### config.mk
export PLATFORM = sky130hd
export DESIGN_NAME = regbank_wr_arbiter
export DESIGN_NICKNAME = d
export VERILOG_FILES = /design/src/rtl/regbank_wr_arbiter.sv
export SDC_FILE = /design/constraint.sdc
export NUM_CORES = 1
export LEC_CHECK = 0
export BUFFER_PORTS_ARGS = -buffer_cell sky130_fd_sc_hd__buf_2
export CAP_MARGIN = 0
export CORE_MARGIN = 5
export CORE_UTILIZATION = 31
export CTS_BUF_LIST = sky130_fd_sc_hd__clkbuf_2 sky130_fd_sc_hd__clkbuf_4 sky130_fd_sc_hd__clkbuf_8
export DETAILED_ROUTE_END_ITERATION = 10
export HOLD_SLACK_MARGIN = 0.08
export PLACE_DENSITY_LB_ADDON = 0.2
export SYNTH_ARGS = -nofsm -noshare
export SYNTH_HDL_FRONTEND = slang
export SYNTH_SLANG_ARGS = --single-unit
export TNS_END_PERCENT = 50
### constraint.sdc
create_clock -name clk -period 2.24 [get_ports clk]
set_clock_uncertainty 0.05 [all_clocks]
set_input_delay 0.112 -clock clk [delete_from_list [all_inputs] [get_ports clk]]
set_output_delay 0.112 -clock clk [all_outputs]
set_load 0.02 [all_outputs]
### src/rtl/regbank_wr_arbiter.sv
// Round-robin writeback arbiter for the register bank write port, with a
// registered write stage and a busy scoreboard of reserved destinations.
module regbank_wr_arbiter #(
    parameter int DATA_W = 32,
    parameter int ADDR_W = 6,
    parameter int NREG   = 32
) (
    input  logic              clk,
    input  logic              rst,
    input  logic              a_valid,
    output logic              a_ready,
    input  logic [ADDR_W-1:0] a_addr,
    input  logic [DATA_W-1:0] a_data,
    input  logic              b_valid,
    output logic              b_ready,
    input  logic [ADDR_W-1:0] b_addr,
    input  logic [DATA_W-1:0] b_data,
    input  logic              rsv_en,
    input  logic [ADDR_W-1:0] rsv_addr,
    output logic              wr_en,
    output logic [ADDR_W-1:0] wr_addr,
    output logic [DATA_W-1:0] wr_data,
    output logic [NREG-1:0]   busy
);

    localparam logic [ADDR_W:0] NREG_L = (ADDR_W + 1)'(NREG);

    // Register 0 and indices beyond the bank are never written or tracked.
    function automatic logic addr_legal(input logic [ADDR_W-1:0] addr);
        return (addr != '0) && ({1'b0, addr} < NREG_L);
    endfunction

    // last_grant_q: 1 means B was granted most recently.
    logic              last_grant_q, last_grant_d;
    logic              wr_en_q, wr_en_d;
    logic [ADDR_W-1:0] wr_addr_q, wr_addr_d;
    logic [DATA_W-1:0] wr_data_q, wr_data_d;
    logic [NREG-1:0]   busy_q, busy_d;
    logic [ADDR_W-1:0] sel_addr;
    logic [DATA_W-1:0] sel_data;
    logic              rsv_legal;

    assign a_ready = a_valid & (~b_valid | last_grant_q) & ~rst;
    assign b_ready = b_valid & (~a_valid | ~last_grant_q) & ~rst;

    always_comb begin
        last_grant_d = last_grant_q;
        wr_en_d      = 1'b0;
        wr_addr_d    = wr_addr_q;
        wr_data_d    = wr_data_q;
        sel_addr     = a_ready ? a_addr : b_addr;
        sel_data     = a_ready ? a_data : b_data;
        if (a_ready | b_ready) begin
            last_grant_d = b_ready;
            if (addr_legal(sel_addr)) begin
                wr_en_d   = 1'b1;
                wr_addr_d = sel_addr;
                wr_data_d = sel_data;
            end
        end
    end

    assign rsv_legal = rsv_en & addr_legal(rsv_addr);

    // A new reservation outranks the clear from an older producer's write.
    for (genvar gi = 0; gi < NREG; gi++) begin : g_busy
        always_comb begin
            busy_d[gi] = busy_q[gi];
            if (wr_en_q && (wr_addr_q == ADDR_W'(gi))) begin
                busy_d[gi] = 1'b0;
            end
            if (rsv_legal && (rsv_addr == ADDR_W'(gi))) begin
                busy_d[gi] = 1'b1;
            end
        end
    end

    always_ff @(posedge clk) begin
        if (rst) begin
            last_grant_q <= 1'b1;
            wr_en_q      <= 1'b0;
            wr_addr_q    <= '0;
            wr_data_q    <= '0;
            busy_q       <= '0;
        end else begin
            last_grant_q <= last_grant_d;
            wr_en_q      <= wr_en_d;
            wr_addr_q    <= wr_addr_d;
            wr_data_q    <= wr_data_d;
            busy_q       <= busy_d;
        end
    end

    assign wr_en   = wr_en_q;
    assign wr_addr = wr_addr_q;
    assign wr_data = wr_data_q;
    assign busy    = busy_q;

endmodule

---- After elaboration in Yosys (flattened, before gate mapping) ----
Cells that the tools add are included.
operators by class
  $lt $le $gt $ge ......................... 2
  equality and inequality tests ........... 62
  mux-type cells .......................... 67
  bitwise logic cells ..................... 13
  reductions and logical operators ........ 104
operator list
  kind                  count
  $eq A6 B5 Y1 const B  32
  $eq A6 B4 Y1 const B  16
  $logic_and A1 B1 Y1   66
  $mux W1               65
  $reduce_bool A2 Y1    32
  $eq A6 B3 Y1 const B  8
  $mux W32              1
  $eq A6 B2 Y1 const B  4
  $eq A6 B1 Y1 const B  2
  $logic_not A6 Y1      2
  $lt A6 B6 Y1 const B  2
  $reduce_bool A6 Y1    2
  $mux W6               1
  $and A1 B1 Y1         5
  $not A1 Y1            5
  $or A1 B1 Y1          3
  $reduce_and A2 Y1     1
  $reduce_or A2 Y1      1
word-level totals
  flip-flop bits (word level) ............. 72
  bits of input ports ..................... 87
  output and inout bits ................... 73
  logic and storage cells ................. 284

---- Logic depth before layout (Yosys ltp) ----
Gate-level depths: netlist of the first run.
  depth in word-level cells ............... 8
  gate-level depth with buffers ........... 9
  mapped depth without buffers ............ 6

---- Least setup slack after synthesis of the first run ----
Ideal clock, no wire load.
  path kind ............................... input to register
  from .................................... input port rst
  to ...................................... register wr_addr_q[1] (netlist: wr_addr[1])
  setup time .............................. 0.140 ns
  arrival time ............................ 1.463 ns
  required time ........................... 2.050 ns
  slack ................................... 0.587 ns
  stages on the path ...................... 9
  buffers on the path ..................... 3
  path through ............................ buf_2 > nand2b_4 > or2_1 > buf_4 > buf_2 > inv_1 > nor3_1 > o31ai_1 > a21oi_1
between the ends
  word-level cells in the longest chain between the ends .. 6
  elaborated cells on any way between the ends .. 9
  those cells by class .................... 1 x order compare; 1 x mux; 4 x bitwise; 3 x reduce/logical
RTL lines
  element                                                    line  RTL
  start: declaration                                         9     input logic rst,
  $not A1 Y1 *                                               43    assign a_ready = a_valid & (~b_valid | last_grant_q) & ~rst;
  $and A1 B1 Y1 *                                            43
  net a_ready                                                11    output logic a_ready,
  $mux W6                                                    51    sel_addr = a_ready ? a_addr : b_addr;
  $lt A6 B6 Y1 / $reduce_bool A6 Y1 (equally long branches)  30    return (addr != '0) && ({1'b0, addr} < NREG_L);
  $logic_and A1 B1 Y1                                        30
  $reduce_and A2 Y1 (no source line)                         n/a
  end signal: assignment                                     88    wr_addr_q <= wr_addr_d;
  end: declaration                                           36    logic [ADDR_W-1:0] wr_addr_q, wr_addr_d;
The timed path passes the listed nets; every way through them passes the cells marked *.
A chain may end at the register's enable or synchronous reset.

---- Worst setup path in the final report of the first run ----
  from .................................... input port b_valid
  to ...................................... output port a_ready
between the ends
  word-level cells in the longest chain between the ends .. 4
RTL lines
  element                     line  RTL
  start: declaration          14    input logic b_valid,
  $not A1 Y1                  43
  $or A1 B1 Y1                43
  $and A1 B1 Y1 (2 in a row)  43
  end: declaration            11
Every way passes these cells.

==> impl_metrics.py, run 1 <==
metrics = {
    "global_routing": {
        "antenna_found_initial": 2,
        "top_usage_layer": "met2",
        "grt_pass1_wl_um": 17100,
        "gr-usage-met2_pct": 25.1,
        "grt_use_met3_pct": 5.35,
        "grt_start_max_net_pins": 69,
        "use_met1_pct": 20.6,
        "grtUsageTotal_pct": 16.0,
        "grt-ovfl-total": 0,
        "grt_pass1_vias": 3357,
    },
    "power_and_ir_drop": {
        "ir_drop_uv": 325,
        "pwr-share-comb_pct": 18.1,
        "p_sw_uw": 885,
        "power_frac_seq_pct": 42.0,
        "p_int_mw": 2.40,
        "p_clk_share_pct": 39.9,
        "p_sw_share_pct": 27.0,
        "leakage_nw": 2.21,
        "p_per_area_nw_per_um2": 663,
    },
    "floorplan": {
        "die_x_um": 117,
        "rows": 39,
        "io_pins": 160,
        "dieHeight_um": 117,
        "dieArea_um2": 13700,
        "start_util_pct": 31.4,
        "core_area_um2": 11300,
    },
    "timing": {
        "rsz0062_at_grt": "no",
        "tightest_slew_ns": 0.907,
        "fmax_mhz": 493,
        "finalCritPeriodShare_pct": 90.5,
        "finalSetupTns_ns": 0,
        "finalMaxSlewViolations": 0,
        "finalSetupViolCount": 0,
        "fin_crit_ns": 2.03,
        "finalHoldViolations": 0,
        "maxSlewHeadroom_pct": 39.6,
    },
    "synthesis": {
        "yosysUniqueCellTypes": 41,
        "syn_area_um2": 3550,
        "avgSynthCellArea_um2": 9.60,
        "synth_nets": 457,
        "ys_seq_elements": 72,
        "ys_seq_area_share_pct": 40.6,
        "synthCells": 370,
        "yosys_warnings": 0,
    },
    "drt": {
        "drtPass1Iterations": 4,
        "wl_per_cell_um": 15.7,
        "drc_errors": 0,
        "wl_um": 10900,
        "viasPerCell": 4.88,
        "drt_iter0_drc": 187,
        "vias": 3386,
        "antenna_left": 0,
    },
    "worst_setup_path": {
        "critPathMaxStageDelay_ns": 0.53,
        "worstPathArrival_ns": 1.87,
        "crit_chain": "dlygate4sd3_1 > buf_2 > nor2b_1 > or2_4 > buf_4 > inv_1 > buf_2",
        "cp-start-kind": "input pin",
        "worstPathMaxFanout": 18,
        "rr_worst_depth": 5,
        "critPathCaptureType": "primary output",
        "cp_slowest_cell": "dlygate4sd3_1",
        "required_ns": 2.08,
        "cpMostUsedCell": "buf_2",
        "crit_type": "input pin to primary output",
    },
    "layout": {
        "drive_gt1_share_pct": 46.5,
        "fill_cells": 1122,
        "diodes": 0,
        "area_growth_pct": 39.5,
        "layout.nets": 633,
        "fin_area_um2": 4950,
    },
    "clocking": {
        "clkSinkCount": 72,
        "cts_tree": "yes",
        "insertion_delay_ns": 0.35,
        "cts_buffers": 9,
        "path_clk_slew_ns": 0.07,
        "htree_levels": 3,
        "postCtsSetupBuffers": 0,
        "cts_buffer_depth": 2,
        "cts-root-buf": "clkbuf_8",
    },
    "outcome": {
        "status": "finished clean",
    },
    "place": {
        "hpwlAfterDp_um": 8080,
        "place.gp.congestion": 0.777,
        "place.port_buffers": 159,
        "place_area_um2": 4460,
    },
    "worst_hold_path": {
        "holdPathStages": 3,
        "min_path_type": "input pin to flip-flop",
    },
    "flow_run": {
        "maxCapViolations": 0,
    },
}
==> placed cells by master, fill, tap and decap left out, types with 2 or more instances in the layout <==
cell type,count
nand3_1,4
clkbuf_8,11
or3_1,2
or2_2,2
nor3_1,5
dfxtp_1,72
nor2_1,8
dlygate4sd3_1,24
buf_12,3
mux2i_1,32
nor2b_1,3
a211oi_1,4
buf_4,5
a211oi_2,28
mux2_2,4
a21oi_1,37
nand3b_1,2
nand2b_1,12
o21ai_0,36
inv_1,4
a21oi_2,30
nand2_1,40
bufinv_16,3
buf_2,159
==> worst paths after layout <==
check | startpoint | to | slack [ns]
worst max-delay path | b_valid | a_ready | 0.21
worst min-delay path | a_data[16] | wr_data[16] | 0.09
worst max register to register | last_grant_q | wr_data[22] | 0.37
worst min register to register | busy[0] | busy[0] | 0.41
==> per-layer routing <==
metal,wire length (um),share of wire [%]
met5,21,0.19
met4,219,2.0
met3,917,8.4
met2,5080,47
met1,4680,43
==> cell families after synthesis <==
| family | count (synthesis) | share of synthesized area, % |
|---|---|---|
| AOI/OAI and AO/OA | 144 | 31.2 |
| buffers and inverters | 30 | 5.39 |
| DFF | 72 | 40.6 |
| muxes | 36 | 10.3 |
| and+or+nand+nor | 88 | 12.6 |
==> synth_stat cells, drive strengths merged <==
cell | instances | share of area, %
nor4 | 1 | 0.18
o21ai | 36 | 5.1
nand2b | 13 | 2.5
a21oi | 67 | 13
nand2 | 40 | 4.2
o211ai | 2 | 0.56
o31a | 1 | 0.25
nand3b | 2 | 0.42
buf | 16 | 3.9
nor2 | 9 | 1.2
clkbuf | 10 | 1.1
o31ai | 2 | 0.81
or3b | 1 | 0.25
mux2 | 4 | 1.3
o22ai | 1 | 0.35
o22a | 1 | 0.25
and3b | 1 | 0.25
o211a | 1 | 0.28
nor3b | 2 | 0.56
or2 | 4 | 0.70
nor2b | 3 | 0.53
and2 | 1 | 0.18
a211oi | 32 | 11
inv | 4 | 0.42
mux2i | 32 | 9.0
dfxtp | 72 | 41
or3 | 2 | 0.35
a32o | 1 | 0.28
nor3 | 5 | 0.70
nand3 | 4 | 0.56
==> state kept, by name (all words and copies together) (netlist names) <==
name,flops
wr_en,1
wr_data,32
wr_addr,6
busy,32
last_grant_q,1
==> power groups by stage <==
stage                     logic [mW]  clock network (mW)  registers, mW
after floorplan                0.301                   0           1.47
after global placement         0.554                   0           1.41
after detailed placement       0.566                   0           1.41
after CTS                      0.600                1.34           1.38
after global routing           0.648                1.39           1.39
final                          0.594                1.31           1.38
==> per-stage QoR <==
step                setup WS [ns]  hold slack (ns)  power (mW)  std cells  util [%]
floorplan                   0.587            0.194        1.77        370         -
global placement            0.293            0.310        1.97        654      39.4
detailed placement          0.262            0.314        1.97        654      39.4
CTS                        0.0919           0.0808        3.32        694      43.7
global route                0.104           0.0891        3.43        694      43.8
finish                      0.213           0.0946        3.28        694      43.8
==> critical path, delay by kind of cell <==
family / cells / cell delay, ns
simple gates: 2 / 0.47
buf+inv: 5 / 1.28
==> area by class of cell <==
class	count	area (um2)	share of cell area (%)
inverter	4	15.0	0.303
timing repair buffer	191	1130	22.9
tap	143	179	3.61
clock buffer	11	151	3.06
multi-input combinational	268	1930	39.0
clock inverter	5	103	2.07
sequential	72	1440	29.1
==> what timing repair did <==
item	CTS	global route
endpoints found under the hold margin	17	0
gates resized for setup	0	1
setup endpoints to repair	0	1
hold buffers	24	0
No activity file was read; power rests on OpenSTA's default activity.
==> run 2: changes to the inputs <==
CELL_PAD_IN_SITES_DETAIL_PLACEMENT = 1   (was not set)
CELL_PAD_IN_SITES_GLOBAL_PLACEMENT = 2   (was not set)
CORE_UTILIZATION = 28   (was 31)
==> impl_metrics.py, run 2 (synthesized netlist as in run 1, its figures left out) <==
metrics = {
    "timing": {
        "rsz0062_at_grt": "yes",
        "fin_crit_ns": 2.18,
        "fmax_mhz": 459,
        "fin_ws_ns": 0.0615,
        "tightest_slew_ns": 0.737,
        "finalMaxSlewViolations": 0,
        "finalSetupViolCount": 0,
        "maxSlewHeadroom_pct": 50.7,
        "finalCritPeriodShare_pct": 97.3,
        "finalHoldViolations": 0,
    },
    "global_routing": {
        "grt_start_max_net_pins": 50,
        "grt-ovfl-total": 0,
        "grt_pass1_wl_um": 19300,
        "grt_pass1_vias": 3652,
        "antenna_found_initial": 1,
        "grtUsageTotal_pct": 16.7,
    },
    "drt": {
        "wl_met2_um": 5890,
        "drtPass1Iterations": 4,
        "top_layer": "met5",
        "wl_um": 12400,
        "vias": 3506,
        "drt_iter0_drc": 106,
        "antenna_left": 0,
        "wl_met1_um": 5300,
        "viasPerCell": 4.78,
        "drc_errors": 0,
        "wl_met3_um": 926,
        "wl_per_cell_um": 16.9,
    },
    "clocking": {
        "cts-root-buf": "clkbuf_8",
        "clkSinkCount": 72,
        "cts_buffers": 9,
        "path_clk_slew_ns": 0.07,
        "insertion_delay_ns": 0.36,
        "cts_buffer_depth": 2,
        "htree_levels": 3,
        "cts_tree": "yes",
    },
    "worst_setup_path": {
        "r2r_setup_slack_ns": 0.24,
        "worstPathArrival_ns": 2.41,
        "rr_endpoint": "wr_data[15]",
        "required_ns": 2.47,
        "rr_worst_depth": 6,
        "crit_type": "input pin to flip-flop",
        "worstPathMaxFanout": 13,
        "r2r_start": "last_grant_q",
        "cp-start-kind": "input pin",
        "critPathCaptureType": "flip-flop",
    },
    "power_and_ir_drop": {
        "ir_drop_uv": 217,
        "p_per_area_nw_per_um2": 588,
        "leakage_nw": 2.24,
    },
    "place": {
        "place.port_buffers": 159,
        "place.gp.congestion": 0.829,
        "dp_slack_ns": -0.0990,
        "hpwlAfterDp_um": 9010,
    },
    "worst_hold_path": {
        "min_path_type": "input pin to flip-flop",
        "holdCritStartpoint": "a_data[30]",
        "holdPathStages": 3,
        "hold-path-endpoint": "wr_data[30]",
    },
    "layout": {
        "drive_gt1_share_pct": 46.9,
        "seq_area_um2": 1440,
        "layout.core_utilization_pct": 40.3,
        "final_cell_mix": "buf_2 (159), dfxtp_1 (72), nand2_1 (40)",
        "multi_input_area_um2": 1940,
        "fill_cells": 1495,
        "diodes": 0,
        "final_common_cell": "buf_2",
        "layout.nets": 646,
        "area_growth_pct": 41.8,
    },
    "floorplan": {
        "dieArea_um2": 15000,
        "die_x_um": 123,
        "rows": 41,
        "start_util_pct": 28.4,
        "dieHeight_um": 123,
        "io_pins": 160,
        "core_area_um2": 12500,
    },
    "outcome": {
        "status": "finished clean",
    },
    "flow_run": {
        "maxCapViolations": 0,
    },
}
-- run 2: cell count changes in the layout (fill, tap and decap cells not counted), sizes merged --
cell,before,now
clkinvlp,1,0
clkbuf,11,12
buf,167,176
dlygate4sd3,24,27
nor2,9,10
bufinv,3,0
-- run 2: metrics by stage --
stage / TNS, ns / instances / hold slack [ns] / power [mW] / area (um2)
2_1_floorplan: 0 / 370 / 0.194 / 1.77 / 3550
3_3_place_gp: -0.0794 / 685 / 0.312 / 1.98 / 4500
3_5_place_dp: -2.18 / 685 / 0.325 / 1.98 / 4500
4_1_cts: 0 / 725 / 0.0808 / 2.97 / 4930
5_1_grt: -0.000875 / 733 / 0.0878 / 3.12 / 5040
6_report: 0 / 733 / 0.0829 / 2.96 / 5040
-- run 2: power breakdown --
| group | internal [mW] | switching [mW] | total, mW |
|---|---|---|---|
| combinational | 0.284 | 0.351 | 0.635 |
| clock | 0.456 | 0.491 | 0.947 |
| sequential | 1.34 | 0.0431 | 1.38 |
-- run 2: how the worst max path moves through the flow --
stage / from / end / slack [ns] / cells after the start
CTS: rst / wr_data[20] / 0.05 / 8
floorplan: rst / wr_addr[1] / 0.59 / 9
global route: rst / wr_data[15] / -0.0009 / 8
detailed placement: last_grant_q / wr_data[22] / -0.1 / 6
global placement: rst / wr_data[19] / -0.02 / 6
finish: rst / wr_data[15] / 0.06 / 8
-- run 2: routing by layer --
| layer | global-route usage, % | vias up |
|---|---|---|
| met1 | 20.3 | 1654 |
| met5 | 0 | - |
| met4 | 6.37 | 2 |
| met2 | 27.1 | 112 |
| li1 | - | 1718 |
| met3 | 5.90 | 20 |
-- run 2: area by class of cell --
type | count | area share (%)
tap | 172 | 4.27
clock inverter | 1 | 0.0993
clock buffer | 12 | 3.15
sequential | 72 | 28.6
multi-input combinational | 269 | 38.5
timing repair buffer | 203 | 25.1
inverter | 4 | 0.298
-- run 2: repair_timing --
| item | 4_1_cts | 5_1_grt |
|---|---|---|
| setup buffers | 0 | 7 |
| gates cloned | 1 | 0 |
| hold endpoints to repair | 20 | 1 |
| resized for setup | 1 | 2 |
| setup endpoints to repair | 32 | 15 |
| pin swaps | 0 | 4 |
| hold buffers | 26 | 1 |
-- run 2: worst max-delay path, cell delays in order --
cell           delay (ns)
dlygate4sd3_1        0.54
buf_2                0.15
nand2b_4             0.14
or2_2                0.34
buf_4                0.22
mux2i_1              0.13
dlygate4sd3_1        0.57
a211oi_2             0.21
